**src/rtl/stack_pkg.sv**
```systemverilog
// Shared types and defaults for the data and return stacks.
// Also provides the push/pop strobe decode used by the RTL and the bench.
package stack_pkg;

    localparam int STACK_WIDTH = 16;
    localparam int STACK_DEPTH = 16;

    typedef enum logic [1:0] {
        NONE    = 2'b00,
        POP     = 2'b01,
        PUSH    = 2'b10,
        ILLEGAL = 2'b11
    } stack_op_t;

    function automatic stack_op_t decode_op(input logic push, input logic pop);
        return stack_op_t'({push, pop});
    endfunction

    // Keeps the spill address at least one bit wide when DEPTH is 3.
    function automatic int spill_addr_width(input int entries);
        return (entries > 1) ? $clog2(entries) : 1;
    endfunction

endpackage

```
**src/rtl/data_stack_if.sv**
```systemverilog
// Stack strobe/data bundle between the control unit (master) and a stack (slave).
// The sticky error signals exist only when DATA_STACK_ERR_EN is defined.
interface data_stack_if
    import stack_pkg::*;
#(
    parameter int WIDTH = STACK_WIDTH,
    parameter int DEPTH = STACK_DEPTH
);
    localparam int DW = $clog2(DEPTH + 1);

    logic             push;
    logic             pop;
    logic             w_tos;
    logic             w_next;
    logic [WIDTH-1:0] tos_in;
    logic [WIDTH-1:0] next_in;
    logic [WIDTH-1:0] tos;
    logic [WIDTH-1:0] next;
    logic             tos_or;
    logic [DW-1:0]    depth;
    logic             empty;
    logic             full;
`ifdef DATA_STACK_ERR_EN
    logic             overflow;
    logic             underflow;
    logic             err_clr;
`endif

    modport master (
`ifdef DATA_STACK_ERR_EN
        output err_clr,
        input  overflow, underflow,
`endif
        output push, pop, w_tos, w_next, tos_in, next_in,
        input  tos, next, tos_or, depth, empty, full
    );

    modport slave (
`ifdef DATA_STACK_ERR_EN
        input  err_clr,
        output overflow, underflow,
`endif
        input  push, pop, w_tos, w_next, tos_in, next_in,
        output tos, next, tos_or, depth, empty, full
    );

endinterface

```
**src/rtl/stack_spill_ram.sv**
```systemverilog
// Register array backing the stack entries below TOS and NEXT.
// Synchronous write, asynchronous read, no reset.
module stack_spill_ram #(
    parameter int WIDTH   = 16,
    parameter int ENTRIES = 14,
    parameter int AW      = 4
) (
    input  logic             clk,
    input  logic             we_i,
    input  logic [AW-1:0]    waddr_i,
    input  logic [WIDTH-1:0] wdata_i,
    input  logic [AW-1:0]    raddr_i,
    output logic [WIDTH-1:0] rdata_o
);

    logic [WIDTH-1:0] mem_q [ENTRIES];

    always_ff @(posedge clk) begin
        if (we_i) begin
            mem_q[waddr_i] <= wdata_i;
        end
    end

    assign rdata_o = mem_q[raddr_i];

endmodule

```
**src/rtl/data_stack.sv**
```systemverilog
// LIFO with TOS/NEXT in registers and deeper entries in a spill array.
// Define DATA_STACK_ERR_EN to add sticky overflow/underflow flags and err_clr.
module data_stack
    import stack_pkg::*;
#(
    parameter int WIDTH = STACK_WIDTH,
    parameter int DEPTH = STACK_DEPTH
) (
    input  logic        clk,
    input  logic        rst,
    data_stack_if.slave bus
);

    localparam int DW    = $clog2(DEPTH + 1);
    localparam int SPILL = DEPTH - 2;
    localparam int AW    = spill_addr_width(SPILL);
    localparam logic [DW-1:0] DEPTH_MAX = DW'(DEPTH);

    logic [WIDTH-1:0] tos_q, tos_d;
    logic [WIDTH-1:0] next_q, next_d;
    logic [DW-1:0]    depth_q, depth_d;
    logic             spill_we;
    logic [AW-1:0]    spill_waddr;
    logic [AW-1:0]    spill_raddr;
    logic [WIDTH-1:0] spill_rdata;
    logic             set_ovf;
    logic             set_unf;
    stack_op_t        op;

    assign op = decode_op(bus.push, bus.pop);

    // spill_waddr is sp; the read side (sp-1) is only consulted when depth >= 3.
    assign spill_waddr = (depth_q >= DW'(2)) ? AW'(depth_q - DW'(2)) : '0;
    assign spill_raddr = AW'(depth_q - DW'(3));

    stack_spill_ram #(
        .WIDTH  (WIDTH),
        .ENTRIES(SPILL),
        .AW     (AW)
    ) u_spill (
        .clk    (clk),
        .we_i   (spill_we),
        .waddr_i(spill_waddr),
        .wdata_i(next_q),
        .raddr_i(spill_raddr),
        .rdata_o(spill_rdata)
    );

    always_comb begin
        tos_d    = tos_q;
        next_d   = next_q;
        depth_d  = depth_q;
        spill_we = 1'b0;
        set_ovf  = 1'b0;
        set_unf  = 1'b0;
        case (op)
            PUSH: begin
                if (depth_q == DEPTH_MAX) begin
                    set_ovf = 1'b1;
                end else begin
                    next_d   = tos_q;
                    spill_we = (depth_q >= DW'(2));
                    depth_d  = depth_q + DW'(1);
                    if (bus.w_tos) tos_d = bus.tos_in;
                end
            end
            POP: begin
                if (depth_q == '0) begin
                    set_unf = 1'b1;
                end else begin
                    depth_d = depth_q - DW'(1);
                    tos_d   = (depth_q == DW'(1)) ? '0 : next_q;
                    if (bus.w_tos) tos_d = bus.tos_in;
                    next_d  = (depth_q >= DW'(3)) ? spill_rdata : '0;
                end
            end
            ILLEGAL: begin
                if (bus.w_tos)  tos_d  = bus.tos_in;
                if (bus.w_next) next_d = bus.next_in;
                set_ovf = 1'b1;
                set_unf = 1'b1;
            end
            default: begin
                if (bus.w_tos)  tos_d  = bus.tos_in;
                if (bus.w_next) next_d = bus.next_in;
            end
        endcase
    end

    always_ff @(posedge clk or negedge rst) begin
        if (!rst) begin
            tos_q   <= '0;
            next_q  <= '0;
            depth_q <= '0;
        end else begin
            tos_q   <= tos_d;
            next_q  <= next_d;
            depth_q <= depth_d;
        end
    end

    assign bus.tos    = tos_q;
    assign bus.next   = next_q;
    assign bus.depth  = depth_q;
    assign bus.tos_or = |tos_q;
    assign bus.empty  = (depth_q == '0);
    assign bus.full   = (depth_q == DEPTH_MAX);

`ifdef DATA_STACK_ERR_EN
    logic ovf_q;
    logic unf_q;

    // A clear in the same cycle as a new error wins.
    always_ff @(posedge clk or negedge rst) begin
        if (!rst) begin
            ovf_q <= 1'b0;
            unf_q <= 1'b0;
        end else if (bus.err_clr) begin
            ovf_q <= 1'b0;
            unf_q <= 1'b0;
        end else begin
            ovf_q <= ovf_q | set_ovf;
            unf_q <= unf_q | set_unf;
        end
    end

    assign bus.overflow  = ovf_q;
    assign bus.underflow = unf_q;
`else
    logic unused_flags;
    assign unused_flags = set_ovf | set_unf;
`endif

endmodule
```
**src/flat_wrapper.sv**
```systemverilog
// flat-port wrapper written by rule: the top's interface ports become plain ports
module data_stack_flat import stack_pkg::*;
#(
    parameter int WIDTH = STACK_WIDTH,
    parameter int DEPTH = STACK_DEPTH
)
  (clk, rst, bus_push, bus_pop, bus_w_tos, bus_w_next, bus_tos_in, bus_next_in, bus_tos, bus_next, bus_tos_or, bus_depth, bus_empty, bus_full);
  data_stack_if #(.WIDTH(WIDTH), .DEPTH(DEPTH)) bus_i ();
  input  logic clk;
  input  logic rst;
  input wire logic [$bits(bus_i.push)-1:0] bus_push;
  input wire logic [$bits(bus_i.pop)-1:0] bus_pop;
  input wire logic [$bits(bus_i.w_tos)-1:0] bus_w_tos;
  input wire logic [$bits(bus_i.w_next)-1:0] bus_w_next;
  input wire logic [$bits(bus_i.tos_in)-1:0] bus_tos_in;
  input wire logic [$bits(bus_i.next_in)-1:0] bus_next_in;
  output wire logic [$bits(bus_i.tos)-1:0] bus_tos;
  output wire logic [$bits(bus_i.next)-1:0] bus_next;
  output wire logic [$bits(bus_i.tos_or)-1:0] bus_tos_or;
  output wire logic [$bits(bus_i.depth)-1:0] bus_depth;
  output wire logic [$bits(bus_i.empty)-1:0] bus_empty;
  output wire logic [$bits(bus_i.full)-1:0] bus_full;
  assign bus_i.push = bus_push;
  assign bus_i.pop = bus_pop;
  assign bus_i.w_tos = bus_w_tos;
  assign bus_i.w_next = bus_w_next;
  assign bus_i.tos_in = bus_tos_in;
  assign bus_i.next_in = bus_next_in;
  assign bus_tos = bus_i.tos;
  assign bus_next = bus_i.next;
  assign bus_tos_or = bus_i.tos_or;
  assign bus_depth = bus_i.depth;
  assign bus_empty = bus_i.empty;
  assign bus_full = bus_i.full;
  data_stack #(.WIDTH(WIDTH), .DEPTH(DEPTH)) u_core (.clk(clk), .rst(rst), .bus(bus_i));
endmodule
```
**config.mk**
```make
export PLATFORM = sky130hd
export DESIGN_NAME = data_stack_flat
export DESIGN_NICKNAME = d
export VERILOG_FILES = /design/src/rtl/stack_pkg.sv /design/src/rtl/data_stack_if.sv /design/src/rtl/stack_spill_ram.sv /design/src/rtl/data_stack.sv /design/src/flat_wrapper.sv
export SDC_FILE = /design/constraint.sdc
export NUM_CORES = 1
export LEC_CHECK = 0
export ABC_AREA = 1
export CAP_MARGIN = 20
export CORE_ASPECT_RATIO = 1.75
export CORE_UTILIZATION = 63
export CTS_BUF_LIST = sky130_fd_sc_hd__clkbuf_8
export CTS_CLUSTER_SIZE = 20
export DETAILED_ROUTE_END_ITERATION = 8
export GPL_ROUTABILITY_DRIVEN = 1
export MAX_ROUTING_LAYER = met4
export PLACE_DENSITY = 0.91
export SKIP_CTS_REPAIR_TIMING = 1
export SLEW_MARGIN = 20
export SYNTH_ARGS = -nofsm -noshare
export SYNTH_HDL_FRONTEND = slang
export SYNTH_SLANG_ARGS = --single-unit
```
**constraint.sdc**
```tcl
create_clock -name clk -period 8.16 [get_ports clk]
set_input_delay 1.632 -clock clk [delete_from_list [all_inputs] [get_ports clk]]
set_output_delay 1.632 -clock clk [all_outputs]
set_load 0.01 [all_outputs]
```
==> results of run 1 <==
final timing paths:
kind                                            startpoint  slack (ns)  cells after the start                              end
max                        u_core.bus.depth[0]$_DFFE_PN0P_        3.29                      5                         bus_full
min                         u_core.bus.tos[12]$_DFFE_PN0P_        0.56                      1   u_core.bus.tos[12]$_DFFE_PN0P_
max reg2reg                u_core.bus.depth[0]$_DFFE_PN0P_        4.09                     13  u_core.bus.next[12]$_DFFE_PN0P_
min reg2reg                 u_core.bus.tos[12]$_DFFE_PN0P_        0.56                      1   u_core.bus.tos[12]$_DFFE_PN0P_
max in group asynchronous                              rst        6.25                      1  u_core.bus.depth[0]$_DFFE_PN0P_
min in group asynchronous                              rst        1.24                      1    u_core.bus.tos[8]$_DFFE_PN0P_
critical path, cell delays in order, from the launching register on:
cell and delay (ns):
dfrtp_4 0.74, inv_4 0.83, ha_1 0.30, nand2_2 0.10, nor2_4 0.12, clkdlybuf4s50_1 0.57
final cells by class:
cell class | count | share of cell area
Sequential cell | 261 | 0.577
Multi-Input combinational cell | 738 | 0.253
Timing Repair Buffer | 96 | 0.0684
Clock buffer | 39 | 0.0404
Inverter | 99 | 0.0282
Tap cell | 234 | 0.0220
Clock inverter | 23 | 0.0115
flip-flops by register name, indices dropped and copies added (netlist names):
register              cells
u_core.bus.tos           16
u_core.u_spill.mem_q    224
u_core.bus.next          16
u_core.bus.depth          5
power breakdown:
group | leakage, µW | internal (µW) | switching (µW) | total, µW
registers | 0.00247 | 1690 | 269 | 1960
logic | 0.00251 | 578 | 1290 | 1870
clock network | 0.000384 | 505 | 479 | 984
total | 0.00536 | 2780 | 2030 | 4810
layout by cell type (no fill, tap or decap), drive strengths merged:
master,count
nand2,351
edfxtp,224
nand3,200
inv,108
nor2,89
clkdlybuf4s50,76
clkbuf,39
o21ai,39
dfrtp,37
buf,20
a21oi,17
o21a,16
ha,11
clkinv,10
xor2,5
nor4,4
nand3b,2
nor3,2
clkinvlp,2
bufinv,2
nand4,1
a31oi,1
kinds of logic (layout without fill, tap and decap cells):
kind of cell    Yosys count  count (layout)  synth area share
fa+ha+maj                11              11            0.0117
buf+inv                 164             257            0.0623
xor+xnor                  5               5           0.00374
flops                   261             261             0.653
compound gates           73              73            0.0357
simple gates            649             649             0.234
per-stage QoR:
stage          utilization  std cells  cell area (µm²)
2_1_floorplan            -       1163            11700
3_3_place_gp         0.694       1428            12600
3_5_place_dp         0.694       1428            12600
4_1_cts              0.732       1490            13300
5_1_grt              0.732       1490            13300
6_report             0.732       1490            13300
synthesized netlist by cell type (all sizes together):
cell type and n:
edfxtp 224, nand4 1, ha 11, xor2 5, inv 99, clkbuf 19, a31oi 1, nor2 89
buf 46, nor4 4, a21oi 17, nor3 2, nand2 351, o21a 16, o21ai 39, nand3b 2
dfrtp 37, nand3 200
layer usage:
| layer | routed length [µm] | GRT usage |
|---|---|---|
| met5 | 0 | - |
| met4 | 2440 | 0.250 |
| met3 | 3420 | 0.0582 |
| met2 | 15700 | 0.574 |
| met1 | 9690 | 0.369 |
==> run_results.csv, run 1 <==
group,metric,value,unit
outcome,outcome,"completed",
synthesis,synthCells,1163,
synthesis,postSynthNetCount,1212,
synthesis,avgSynthCellArea,10.1,µm²
clocking,clk_pin_slew,0.08,ns
synthesis,seq_area_frac_synth,0.653,
final_layout,regArea,7660,µm²
sta,tightest_slew,1.08,ns
synthesis,synth_area_leaders,"edfxtp_1 (57%), nand2_1 (11%), nand3_1 (8.5%)",
worst_setup_path,critPathCaptureType,"output port",
clocking,cts_buffers,35,
clocking,root_buffer,"clkbuf_8",
synthesis,syn_area,11700,µm²
sta,holdWs,0.559,ns
global_route,grt_usage,0.344,
power,peakVddDrop,0.000639,V
floorplanning,ios,78,
clocking,cts_max_path_buffers,3,
clocking,cts_tree,"built",
clocking,clk_latency,0.51,ns
sta,max_freq,205,MHz
detailed_routing,drt-total-wl,31.3,mm
final_layout,multi_input_area,3360,µm²
global_route,grt_pass1_wl,48.5,mm
worst_setup_path,cp_data_arrival_time,3.24,ns
synthesis,ys_warn_count,0,
sta,fin_crit,4.87,ns
sta,final_max_slew_viol_count,0,
global_route,overflow,0,
clocking,h-tree-depth,2,
power,total_power,4810,µW
floorplanning,dieWidth,105,µm
placement,io_buffer_count,77,
detailed_routing,firstDrtPassIters,6,
job,cap_viol_max_count,0,
synthesis,synthDistinctLibCells,28,
detailed_routing,drt_iter0_drc,1105,
synthesis,postSynthRegisterBits,261,
final_layout,nNetsFinal,1280,
sta,finalSetupViolations,0,
synthesis,synth_top_area_frac,0.574,
clocking,clock-sinks,261,
detailed_routing,antenna_left,0,
final_layout,n_fill_cell,1031,
floorplanning,start_util,0.646,
worst_setup_path,critical_path_class,"flip-flop to output port",
floorplanning,die_h,182,µm
hold_path,min_path_type,"flip-flop to flip-flop",
worst_setup_path,required,6.53,ns
sta,relSlewSlack,0.281,
floorplanning,die_area,19200,µm²
sta,rsz0062_at_grt,"false",
detailed_routing,vias,9257,
final_layout,syn_to_final_growth,13.3,%
power,powerDensity,362,nW/µm²
power,cellLeakagePower,0.00536,µW
sta,fin_crit_sh,0.597,
sta,fin_setup_tns,0,ns
sta,setup_slack,3.29,ns
detailed_routing,post-route-drc-count,0,
worst_setup_path,start_kind,"flip-flop",
synthesis,yosysTopAreaCell,"edfxtp_1",
placement,gp_congestion,0.903,
floorplanning,core,18100,µm²
floorplanning,fp-row-count,65,
final_layout,drive_above_1_share,0.0685,
final_layout,diodes,0,
detailed_routing,drt-wirelength-per-cell,21.0,µm
global_route,grt_pass1_vias,9318,
detailed_routing,via_per_inst,6.21,
global_route,grt_max_degree,102,
sta,skew,0.0217,ns
placement,dp_slack,3.73,ns
worst_setup_path,cp_max_fo,101,
sta,finalHoldViolCount,0,
placement,post-dp-hpwl,19.1,mm
global_route,antenna_found_initial,0,
Power figures use the tool's default switching activity.
==> inputs of run 2 (changes only) <==
--- a/config.mk
+++ b/config.mk
@@ -8,13 +8,13 @@
 export ABC_AREA = 1
 export CAP_MARGIN = 20
 export CORE_ASPECT_RATIO = 1.75
-export CORE_UTILIZATION = 63
+export CORE_UTILIZATION = 61
 export CTS_BUF_LIST = sky130_fd_sc_hd__clkbuf_8
 export CTS_CLUSTER_SIZE = 20
 export DETAILED_ROUTE_END_ITERATION = 8
 export GPL_ROUTABILITY_DRIVEN = 1
 export MAX_ROUTING_LAYER = met4
-export PLACE_DENSITY = 0.91
+export PLACE_DENSITY = 0.89
 export SKIP_CTS_REPAIR_TIMING = 1
 export SLEW_MARGIN = 20
 export SYNTH_ARGS = -nofsm -noshare
==> constraint.sdc (replaced) <==
create_clock -name clk -period 4.95 [get_ports clk]
set_input_delay 0.99 -clock clk [delete_from_list [all_inputs] [get_ports clk]]
set_output_delay 0.99 -clock clk [all_outputs]
set_load 0.01 [all_outputs]
==> run_results.csv, run 2 (same netlist as run 1, synthesis figures left out) <==
group,metric,value,unit
clocking,cts_max_path_buffers,3,
final_layout,diodes,0,
worst_setup_path,path_buf_inv,2,
worst_setup_path,critical_path_class,"flip-flop to output port",
floorplanning,dieWidth,107,µm
floorplanning,ios,78,
power,powerDensity,601,nW/µm²
clocking,clk_latency,0.53,ns
clocking,root_buffer,"clkbuf_8",
global_route,antenna_found_initial,0,
global_route,grt_use_met3,0.0570,
final_layout,final_cell_mix,"nand2_1 (348), edfxtp_1 (224), nand3_1 (200)",
placement,io_buffer_count,77,
floorplanning,start_util,0.628,
hold_path,min_path_cells,1,
placement,dp.cells,1440,
detailed_routing,firstDrtPassIters,6,
final_layout,n_fill_cell,1259,
worst_setup_path,cp_top_family,"buffers and inverters",
final_layout,syn_to_final_growth,13.5,%
sta,relSlewSlack,0.298,
worst_setup_path,required,3.96,ns
sta,finalHoldViolCount,0,
outcome,outcome,"completed",
detailed_routing,antenna_left,0,
floorplanning,die_area,19800,µm²
final_layout,multi_input_area,3350,µm²
global_route,grt_pass1_vias,8869,
clocking,clock-sinks,261,
sta,max_freq,265,MHz
sta,fin_crit_sh,0.762,
global_route,grt_usage,0.345,
worst_setup_path,path_depth,2,
global_route,overflow,0,
hold_path,min_path_type,"flip-flop to flip-flop",
clocking,clk_pin_slew,0.06,ns
final_layout,final_common_cell,"nand2_1",
global_route,grt_busiest_layer,"met2",
worst_setup_path,cp_data_arrival_time,2.78,ns
floorplanning,die_h,185,µm
sta,holdWs,0.565,ns
detailed_routing,drt-wirelength-per-cell,21.4,µm
worst_setup_path,start_kind,"flip-flop",
global_route,use_met2,0.551,
detailed_routing,vias,9078,
worst_setup_path,worstPathCellList,"buf_4 > clkdlybuf4s50_1",
sta,skew,0.0208,ns
detailed_routing,post-route-drc-count,0,
placement,gp_congestion,0.929,
global_route,grt_max_degree,100,
hold_path,whs_endpoint,"u_core.bus.tos[7]$_DFFE_PN0P_",
power,peakVddDrop,0.000991,V
clocking,h-tree-depth,2,
worst_setup_path,critPathCaptureType,"output port",
clocking,cts_buffers,35,
floorplanning,fp-row-count,66,
power,cellLeakagePower,0.00539,µW
final_layout,drive_above_1_share,0.0728,
worst_setup_path,r2r-end,"u_core.u_spill.mem_q[10][5]$_DFFE_PP_",
detailed_routing,drt-total-wl,32.1,mm
sta,fin_crit,3.77,ns
sta,tightest_slew,1.05,ns
sta,final_max_slew_viol_count,0,
worst_setup_path,critPathMaxStageDelay,0.86,ns
detailed_routing,via_per_inst,6.04,
final_layout,largest-register,"u_core.u_spill.mem_q",
sta,rsz0062_at_grt,"false",
worst_setup_path,cp_max_fo,99,
sta,finalSetupViolations,0,
final_layout,instances_no_fill,1502,
floorplanning,core,18700,µm²
hold_path,hp-start,"u_core.bus.tos[7]$_DFFE_PN0P_",
worst_setup_path,r2r_slack,1.69,ns
worst_setup_path,rr_worst_depth,5,
worst_setup_path,timing.rr.start,"u_core.bus.depth[0]$_DFFE_PN0P_",
detailed_routing,drt_iter0_drc,1428,
global_route,grt_pass1_wl,48.8,mm
worst_setup_path,crit_path_top_delay_cell,"buf_4",
placement,post-dp-hpwl,19.2,mm
final_layout,regArea,7660,µm²
job,cap_viol_max_count,0,
final_layout,largest_reg_flops,224,
final_layout,nNetsFinal,1288,
global_route,met1_usage,0.400,
sta,fin_setup_tns,0,ns
clocking,cts_tree,"built",
run 2: cell count changes in the layout (fill, tap and decap cells not counted), sizes merged:
cell | before | now
buf | 20 | 28
bufinv | 2 | 1
clkbuf | 39 | 38
clkinv | 10 | 12
clkinvlp | 2 | 1
inv | 108 | 109
run 2: worst max-delay path by stage:
| stage | startpoint | end | slack [ns] |
|---|---|---|---|
| after floorplan | bus_pop | u_core.u_spill.mem_q[12][0]$_DFFE_PP_ | 1.82 |
| after global placement | bus_pop | u_core.u_spill.mem_q[10][0]$_DFFE_PP_ | 1.49 |
| after detailed placement | bus_pop | u_core.u_spill.mem_q[10][0]$_DFFE_PP_ | 1.45 |
| after CTS | u_core.bus.depth[0]$_DFFE_PN0P_ | bus_depth[0] | 1.17 |
| after global routing | u_core.bus.depth[0]$_DFFE_PN0P_ | bus_depth[0] | 1.08 |
| final | u_core.bus.depth[0]$_DFFE_PN0P_ | bus_depth[0] | 1.18 |
run 2: cell type report:
type	count	share of cell area
tap	238	0.0224
multi-input combinational	738	0.252
sequential	261	0.575
timing repair buffer	104	0.0728
clock inverter	24	0.0101
clock buffer	38	0.0393
inverter	99	0.0281
run 2: report_power, final:
| part | switching [µW] | internal [µW] |
|---|---|---|
| clock network | 784 | 767 |
| logic | 2290 | 984 |
| registers | 381 | 2790 |
run 2: through the flow:
stage	worst slack [ns]	instance area (µm²)	utilization	power, µW
finish	1.18	13300	0.713	7990
global route	1.08	13300	0.713	8360
CTS	1.17	13300	0.713	7870
detailed placement	1.45	12600	0.678	6310
global placement	1.49	12600	0.678	6200
floorplan	1.82	11700	-	5140
run 2: worst register-to-register path: stages (launching register included):
cell and delay [ns]:
dfrtp_4 0.65, inv_4 0.15, buf_4 0.79, nand3_1 0.32, nor2_1 0.70, buf_4 0.34
run 2: routing by layer:
metal  share of wire  vias to the layer above
met5               0                        -
met4           0.076                        0
met3            0.11                      169
met2            0.50                      690
met1            0.32                     4186
li1                -                     4033
==> inputs of run 3 (changes only) <==
--- a/config.mk
+++ b/config.mk
@@ -8,13 +8,13 @@
 export ABC_AREA = 1
 export CAP_MARGIN = 20
 export CORE_ASPECT_RATIO = 1.75
-export CORE_UTILIZATION = 61
+export CORE_UTILIZATION = 55
 export CTS_BUF_LIST = sky130_fd_sc_hd__clkbuf_8
 export CTS_CLUSTER_SIZE = 20
 export DETAILED_ROUTE_END_ITERATION = 8
 export GPL_ROUTABILITY_DRIVEN = 1
 export MAX_ROUTING_LAYER = met4
-export PLACE_DENSITY = 0.89
+export PLACE_DENSITY = 0.85
 export SKIP_CTS_REPAIR_TIMING = 1
 export SLEW_MARGIN = 20
 export SYNTH_ARGS = -nofsm -noshare
==> constraint.sdc (replaced) <==
create_clock -name clk -period 3.2 [get_ports clk]
set_input_delay 0.64 -clock clk [delete_from_list [all_inputs] [get_ports clk]]
set_output_delay 0.64 -clock clk [all_outputs]
set_load 0.01 [all_outputs]
==> run_results.csv, run 3 (same netlist as run 1, synthesis figures left out) <==
group,metric,value,unit
floorplanning,dieWidth,112,µm
detailed_routing,post-route-drc-count,0,
detailed_routing,firstDrtPassIters,5,
worst_setup_path,cp_max_fo,9,
power,clkPwrFrac,0.201,
floorplanning,die_h,195,µm
worst_setup_path,crit_path_top_delay_cell,"clkdlybuf4s50_1",
global_route,use_met2,0.504,
final_layout,final_common_cell,"nand2_1",
global_route,grt_busiest_layer,"met2",
placement,post-dp-hpwl,20.4,mm
power,p_int,7270,µW
power,powerDensity,932,nW/µm²
floorplanning,fp-row-count,70,
final_layout,syn_to_final_growth,15.6,%
detailed_routing,vias,8871,
worst_setup_path,required,2.56,ns
global_route,overflow,0,
final_layout,nNetsFinal,1311,
worst_setup_path,critPathCaptureType,"output port",
worst_setup_path,cp_top_family,"buffers and inverters",
sta,relSlewSlack,0.412,
hold_path,min_path_type,"input port to asynchronous set/reset pin",
sta,finalHoldViolCount,0,
floorplanning,die_area,21900,µm²
power,power_frac_comb,0.434,
sta,max_freq,336,MHz
power,cellLeakagePower,0.00553,µW
outcome,outcome,"completed",
detailed_routing,antenna_left,0,
floorplanning,core,20900,µm²
worst_setup_path,start_kind,"flip-flop",
placement,gp_congestion,1.08,
sta,finalSetupViolations,0,
worst_setup_path,critical_path_class,"flip-flop to output port",
clocking,clock-sinks,261,
final_layout,drive_above_1_share,0.0894,
power,seqPwrFrac,0.365,
floorplanning,ios,78,
clocking,clk_pin_slew,0.07,ns
final_layout,final_cell_mix,"nand2_1 (348), edfxtp_1 (224), nand3_1 (200)",
power,peakVddDrop,0.00113,V
sta,holdWs,0.218,ns
worst_setup_path,path_buf_inv,2,
final_layout,n_fill_cell,1471,
sta,fin_setup_tns,0,ns
global_route,grt_pass1_vias,8791,
placement,io_buffer_count,77,
power,p_switching,5350,µW
global_route,met1_usage,0.330,
clocking,cts_buffers,35,
power,p_sw_frac,0.424,
worst_setup_path,worstPathCellList,"inv_1 > ha_1 > nand2_2 > nor2_4 > clkdlybuf4s50_1",
worst_setup_path,critPathMaxStageDelay,0.56,ns
global_route,antenna_found_initial,0,
clocking,clk_latency,0.54,ns
clocking,h-tree-depth,2,
clocking,cts_tree,"built",
sta,final_max_slew_viol_count,0,
sta,fin_crit_sh,0.929,
global_route,grt_pass1_wl,48.0,mm
worst_setup_path,cp_data_arrival_time,2.33,ns
global_route,grt_usage,0.305,
final_layout,finish.utilization,0.647,
final_layout,largest-register,"u_core.u_spill.mem_q",
sta,tightest_slew,0.883,ns
global_route,grt_use_met3,0.0447,
final_layout,diodes,0,
job,cap_viol_max_count,0,
clocking,cts_max_path_buffers,3,
detailed_routing,drt-wirelength-per-cell,20.3,µm
detailed_routing,drt-total-wl,31.3,mm
sta,rsz0062_at_grt,"false",
clocking,root_buffer,"clkbuf_8",
detailed_routing,drt_iter0_drc,871,
detailed_routing,via_per_inst,5.76,
sta,skew,0.0224,ns
sta,fin_crit,2.97,ns
global_route,grt_max_degree,134,
final_layout,largest_reg_flops,224,
floorplanning,start_util,0.560,
==> run 3: changes by cell type in the layout (fill, tap and decap cells not counted) <==
cell	change
buf_12	+1
buf_4	+22
bufinv_16	+2
clkbuf_8	-1
clkinv_2	-1
nor2_2	+1
nor2_4	-1
==> run 3: cell type report <==
class	instances	area, µm²	area share
repair buffers	127	1150	0.0852
clock buffers	37	509	0.0376
clock inverters	25	189	0.0139
well taps	252	315	0.0233
inverters	99	374	0.0276
flip-flops and latches	261	7660	0.565
multi-input cells	738	3350	0.247
==> run 3: worst paths after layout <==
path | start | endpoint | slack [ns] | cells past startpoint
worst max-delay path | u_core.bus.depth[1]$_DFFE_PN0P_ | bus_full | 0.23 | 5
worst min-delay path | rst | u_core.bus.next[1]$_DFFE_PN0P_ | 0.22 | 1
worst max register to register | u_core.bus.depth[1]$_DFFE_PN0P_ | u_core.bus.next[14]$_DFFE_PN0P_ | 0.56 | 12
worst min register to register | u_core.bus.tos[11]$_DFFE_PN0P_ | u_core.bus.tos[11]$_DFFE_PN0P_ | 0.57 | 1
max in group asynchronous | rst | u_core.bus.depth[0]$_DFFE_PN0P_ | 2.32 | 1
min in group clk | u_core.bus.tos[11]$_DFFE_PN0P_ | u_core.bus.tos[11]$_DFFE_PN0P_ | 0.57 | 1
==> run 3: power groups by stage <==
stage               Combinational [µW]  Clock [µW]  Sequential [µW]
CTS                               5330        2540             4600
detailed placement                5300           0             4660
global placement                  5160           0             4650
global route                      5950        2690             4630
floorplan                         3200           0             4750
finish                            5480        2540             4610
==> run 3: through the flow <==
stage / setup slack, ns / cell area [µm²] / power (µW) / instances
3_3_place_gp: 0.524 / 12800 / 9820 / 1477
2_1_floorplan: 0.144 / 11700 / 7950 / 1163
4_1_cts: 0.256 / 13500 / 12500 / 1539
6_report: 0.228 / 13500 / 12600 / 1539
3_5_place_dp: 0.498 / 12800 / 9960 / 1477
5_1_grt: 0.170 / 13500 / 13300 / 1539
==> run 3: per-layer routing <==
metal,routed length [µm],vias to the layer above
met5,0,-
met4,2500,0
met3,2380,145
met2,16100,486
met1,10200,4156
li1,-,4084
